File: src/rtl/pc_sequencer.sv
// Program-counter sequencer: IDLE/RUN/HALTED control with relative branches,
// halt, stall and a saturating retired-instruction counter.
module pc_sequencer #(
    parameter int D  = 12,
    parameter int CW = 16
) (
    input  logic          Clk,
    input  logic          Reset_n,
    input  logic          start,
    input  logic [D-1:0]  start_addr,
    input  logic          branch_en,
    input  logic [D-1:0]  target,
    input  logic          halt_in,
    input  logic          stall,
    output logic [D-1:0]  prog_ctr,
    output logic          fetch_valid,
    output logic          done,
    output logic [CW-1:0] instr_count
);

    typedef enum logic [1:0] {
        IDLE   = 2'd0,
        RUN    = 2'd1,
        HALTED = 2'd2
    } state_t;

    state_t        state_q, state_d;
    logic [D-1:0]  pc_q, pc_d;
    logic [CW-1:0] cnt_q, cnt_d;

    function automatic logic [CW-1:0] sat_inc(input logic [CW-1:0] v);
        return (v == {CW{1'b1}}) ? v : v + 1'b1;
    endfunction

    always_ff @(posedge Clk or negedge Reset_n) begin
        if (!Reset_n) begin
            state_q <= IDLE;
            pc_q    <= '0;
            cnt_q   <= '0;
        end else begin
            state_q <= state_d;
            pc_q    <= pc_d;
            cnt_q   <= cnt_d;
        end
    end

    // start outranks stall, halt and branch in every state
    always_comb begin
        state_d = state_q;
        pc_d    = pc_q;
        cnt_d   = cnt_q;
        if (start) begin
            state_d = RUN;
            pc_d    = start_addr;
            cnt_d   = '0;
        end else begin
            case (state_q)
                RUN: begin
                    if (!stall) begin
                        cnt_d = sat_inc(cnt_q);
                        if (halt_in) begin
                            state_d = HALTED;
                        end else if (branch_en) begin
                            pc_d = pc_q + target;
                        end else begin
                            pc_d = pc_q + 1'b1;
                        end
                    end
                end
                IDLE, HALTED: begin
                    state_d = state_q;
                end
                default: begin
                    state_d = IDLE;
                end
            endcase
        end
    end

    assign prog_ctr    = pc_q;
    assign instr_count = cnt_q;
    assign fetch_valid = (state_q == RUN);
    assign done        = (state_q == HALTED);

endmodule

File: config.mk
export PLATFORM = sky130hd
export DESIGN_NAME = pc_sequencer
export DESIGN_NICKNAME = d
export VERILOG_FILES = /design/src/rtl/pc_sequencer.sv
export SDC_FILE = /design/constraint.sdc
export NUM_CORES = 1
export LEC_CHECK = 0
export BUFFER_PORTS_ARGS = -buffer_cell sky130_fd_sc_hd__buf_2
export CAP_MARGIN = 20
export CORE_MARGIN = 1
export CORE_UTILIZATION = 40
export DETAILED_ROUTE_END_ITERATION = 6
export PLACE_DENSITY = 0.71
export SKIP_LAST_GASP = 1
export SLEW_MARGIN = 20
export SYNTH_ARGS = -nofsm -noshare
export SYNTH_HDL_FRONTEND = slang
export SYNTH_SLANG_ARGS = --single-unit
export TNS_END_PERCENT = 10
File: constraint.sdc
create_clock -name Clk -period 2 [get_ports Clk]
set_input_delay 0.4 -clock Clk [delete_from_list [all_inputs] [get_ports Clk]]
set_output_delay 0.4 -clock Clk [all_outputs]
set_load 0.02 [all_outputs]
==> PnR_summary.wiki <==
{| class="wikitable"
! Metric !! Value
|-
| Post-Syn Nets || 272
|-
| Required time worst endpoint || about 2.2 ns
|-
| Leakage power of the design || ~1.4 nW
|-
| I/O pin count || 60
|-
| RSZ-0062 raised after global routing || yes
|-
| GRT Overall Usage || 0.2115
|-
| Via count of the routed design || slightly below 2000
|-
| #FFs+latches synth || 30
|-
| Adder-cell share of the synthesized area || 0.08364
|-
| Number of violations of the max-capacitance limit || 0
|-
| Slowest stage cell on the critical path || dfrtp_1
|-
| Maximum number of pins on one net before global-route repair || 37
|-
| Basic-gate share of the synthesized area counting and, or, nand and nor cells || 0.2214
|-
| Yosys cell types || 44
|-
| Result of the run || finished clean
|-
| Clk sinks || 30
|-
| Sequential share of the synthesized area || 0.3690
|-
| Area added between synthesis and finish || 37.76%
|-
| Primary flip-flop cell chosen by synthesis mapping || dfrtp_1
|-
| ANT cells || 0
|-
| Worst setup path startpoint || prog_ctr[1]$_DFFE_PN0P_
|-
| Post-place instance area || 2613 um^2
|-
| Fraction of final layout cells with drive strength greater than 1 || 0.3622
|-
| Max Root-Sink Buffers || 2
|-
| Crit path launch type || flip-flop
|-
| Reg-to-reg startpoint || prog_ctr[1]$_DFFE_PN0P_
|-
| First-pass GRT wire length || 8542 um
|-
| Cell area after synthesis || 2034 um^2
|-
| Number of global-route vias before repair || 1853
|-
| CP top delay family || compound AO/OA/AOI/OAI gates
|-
| Combinational family with the most area after synthesis || simple AND/OR/NAND/NOR gates
|-
| Setup Skew || 0.002264 ns
|-
| Half-perimeter wire length after detailed placement || 3763 um
|-
| P per Cell Area || roughly 670 nW/um^2
|-
| Number of rows in the core area || 25
|-
| Xor/xnor cell area share of the yosys netlist || 0.09902
|-
| Worst hold margin || 0.1667 ns
|-
| CP max stage delay || 0.40 ns
|-
| Ys async rst share || 1.000
|-
| Number of design rule violations left after detail routing || 0
|-
| Final worst path period need || 1.985 ns
|-
| TritonCTS clock tree || done
|-
| Number of failing setup endpoints in the final timing report || 0
|-
| Setup slack of the most critical reg-to-reg path || roughly 0.015 ns
|-
| Pins over their slew limit || 0
|-
| Number of warnings issued by yosys || 0
|-
| Effective utilization at floorplan || 0.4223
|-
| Die outline width || 73.32 um
|-
| Endpoint class of the critical path || flip-flop
|-
| Critical path, cell by cell || buf_4 > ha_4 > a211oi_4 > o21ai_2 > o31a_1 > a31oi_1 > xor2_1 > o221ai_1
|-
| Final instance area || between 2000 and 3000 um^2
|-
| Final global-route overflow total || 0
|-
| Cts-stage hold buffer count || 0
|-
| Level count of the clock H-tree || 2
|-
| Relative max-transition margin || 0.5175
|-
| Clock transition at the register clock pins on the worst setup and hold paths after CTS || about 0.060 ns
|-
| Routed length per placed instance || 13.89 um
|-
| Highest fanout seen on the critical path || 3
|-
| Final Cycle Share || 0.9924
|-
| IR Drop Worst-Case VDD || roughly 340 uV
|-
| Root cell of the clock tree || clkbuf_8
|-
| Hold Violations, Final || 0
|-
| Post-synthesis instance total || between 200 and 250
|-
| Via-to-Cell Ratio || 5.092
|-
| Vertical die dimension || 73.32 um
|-
| Core area || 4817 um^2
|-
| Data arrival time of the worst path || approximately 2.1 ns
|-
| Category of the critical setup timing path || reg -> reg
|-
| Commonest non-fill, non-tap cells in the layout || buf_2, dfrtp_1, nand2_1
|-
| Peak clock frequency supported by timing || approximately 500 MHz
|-
| Buffers & Inverters on Critical Path || 1
|-
| Insertion delay to the later sink of the worst-skew pair || 0.29 ns
|-
| Die Outline Area || 5375 um^2
|-
| DRT iter0 DRCs || 62
|-
| Number of synthesized flops with an enable pin || 0
|-
| Total of buffers placed on input and output ports || 59
|-
| Number of nets still failing antenna checks after routing || 0
|-
| Routed Wire Length || around 5300 um
|-
| Hold Path Class || in -> async
|-
| Avg Cell Area, Syn || 8.884 um^2
|-
| Transition time of the tightest slew-check pin || 0.7238 ns
|-
| Most frequent standard cell in the layout excluding fill and tap cells || buf_2
|-
| Routability-driven placement congestion ratio || 0.8114
|-
| Number of antenna violations at the first check in global routing || 0
|-
| Portion of netlist area occupied by mux cells || 0.02522
|-
| Complex-gate fraction of the synthesized area || 0.1747
|-
| DRT Pass-1 Iters || 4
|-
| Clock buffer count from CTS || 5
|-
| Post-layout net count || 355
|}
layer usage:
metal  GRT usage  share of wire
met1      0.2450           0.43
met2      0.3879           0.51
met3     0.04252          0.040
met4     0.07051          0.012
met5           0              0
flip-flops by register name (all words and copies together) (netlist names):
signal and cells:
instr_count 16, prog_ctr 12, state_q 2
final timing paths:
check                                               to  cells past startpoint
setup / recovery               prog_ctr[9]$_DFFE_PN0P_                      8
hold / removal             instr_count[12]$_DFFE_PN0P_                      1
setup reg to reg               prog_ctr[9]$_DFFE_PN0P_                      8
hold reg to reg             instr_count[4]$_DFFE_PN0P_                      2
max in group asynchronous      prog_ctr[3]$_DFFE_PN0P_                      1
min in group Clk               prog_ctr[5]$_DFFE_PN0P_                      3
worst register-to-register path, stage by stage, from the launching register on:
cell,delay (ns)
dfrtp_1,0.40
buf_4,0.15
ha_4,0.24
a211oi_4,0.21
o21ai_2,0.08
o31a_1,0.29
a31oi_1,0.21
xor2_1,0.17
o221ai_1,0.11
cell usage after synthesis, types with 2 or more instances:
| cell type | count | area share |
|---|---|---|
| o21ai_1 | 3 | 0.0074 |
| or3_1 | 5 | 0.015 |
| mux2i_1 | 4 | 0.020 |
| and2_1 | 11 | 0.034 |
| ha_1 | 12 | 0.074 |
| xnor2_1 | 8 | 0.034 |
| a21oi_1 | 16 | 0.039 |
| nor2_1 | 23 | 0.042 |
| and3_1 | 2 | 0.0061 |
| clkbuf_1 | 3 | 0.0055 |
| a21o_1 | 2 | 0.0074 |
| nor2b_1 | 4 | 0.012 |
| inv_1 | 7 | 0.013 |
| nand2b_1 | 4 | 0.012 |
| nand4_1 | 3 | 0.0092 |
| a31oi_1 | 2 | 0.0061 |
| nor3_1 | 2 | 0.0049 |
| nand2_1 | 27 | 0.050 |
| xor2_1 | 15 | 0.065 |
| o21ai_0 | 14 | 0.034 |
| o2111ai_1 | 3 | 0.013 |
| dfrtp_1 | 30 | 0.37 |
| buf_2 | 2 | 0.0049 |
| and2b_1 | 2 | 0.0074 |
| o221ai_1 | 3 | 0.013 |
| and4_1 | 2 | 0.0086 |
| buf_1 | 2 | 0.0037 |
| o211ai_1 | 2 | 0.0074 |
layout make-up:
class | instances | area (um^2)
clock buffer | 6 | 82.58
inverter | 7 | 26.28
clock inverter | 1 | 30.03
timing repair buffer | 83 | 488.0
sequential | 30 | 750.7
multi-input combinational | 185 | 1341
tap | 67 | 83.83
fill | 455 | 2014
per-stage QoR:
stage	util	setup TNS [ns]	cells	power [mW]	worst slack [ns]
2_1_floorplan	-	-0.002108	229	1.020	-0.002108
3_3_place_gp	0.5423	-0.8798	368	1.210	-0.1955
3_5_place_dp	0.5423	-1.234	368	1.222	-0.2596
4_1_cts	0.5709	0	377	1.880	0.007028
5_1_grt	0.5818	-0.2331	379	1.990	-0.07970
6_report	0.5818	0	379	1.890	0.01528
cells by family after synthesis:
| group | Yosys count |
|---|---|
| buffers and inverters | 14 |
| XOR/XNOR | 23 |
| flip-flops | 30 |
| AO/OA/AOI/OAI | 55 |
| adder cells (fa/ha/maj) | 13 |
| multiplexers | 5 |
| AND/OR/NAND/NOR | 89 |
where the power goes:
| group | internal [mW] | leakage, nW | total (mW) | switching (mW) |
|---|---|---|---|---|
| Clock | 0.398 | 0.0573 | 0.636 | 0.238 |
| Sequential | 0.644 | 0.392 | 0.682 | 0.0375 |
| Combinational | 0.276 | 0.926 | 0.572 | 0.296 |
what timing repair did:
action	4_1_cts	5_1_grt
setup buffers	2	2
endpoints found under the hold margin	0	0
endpoints found under the setup margin	2	7
gates resized for setup	2	9
pin swaps	0	5
No activity file was read; power rests on OpenSTA's default activity.
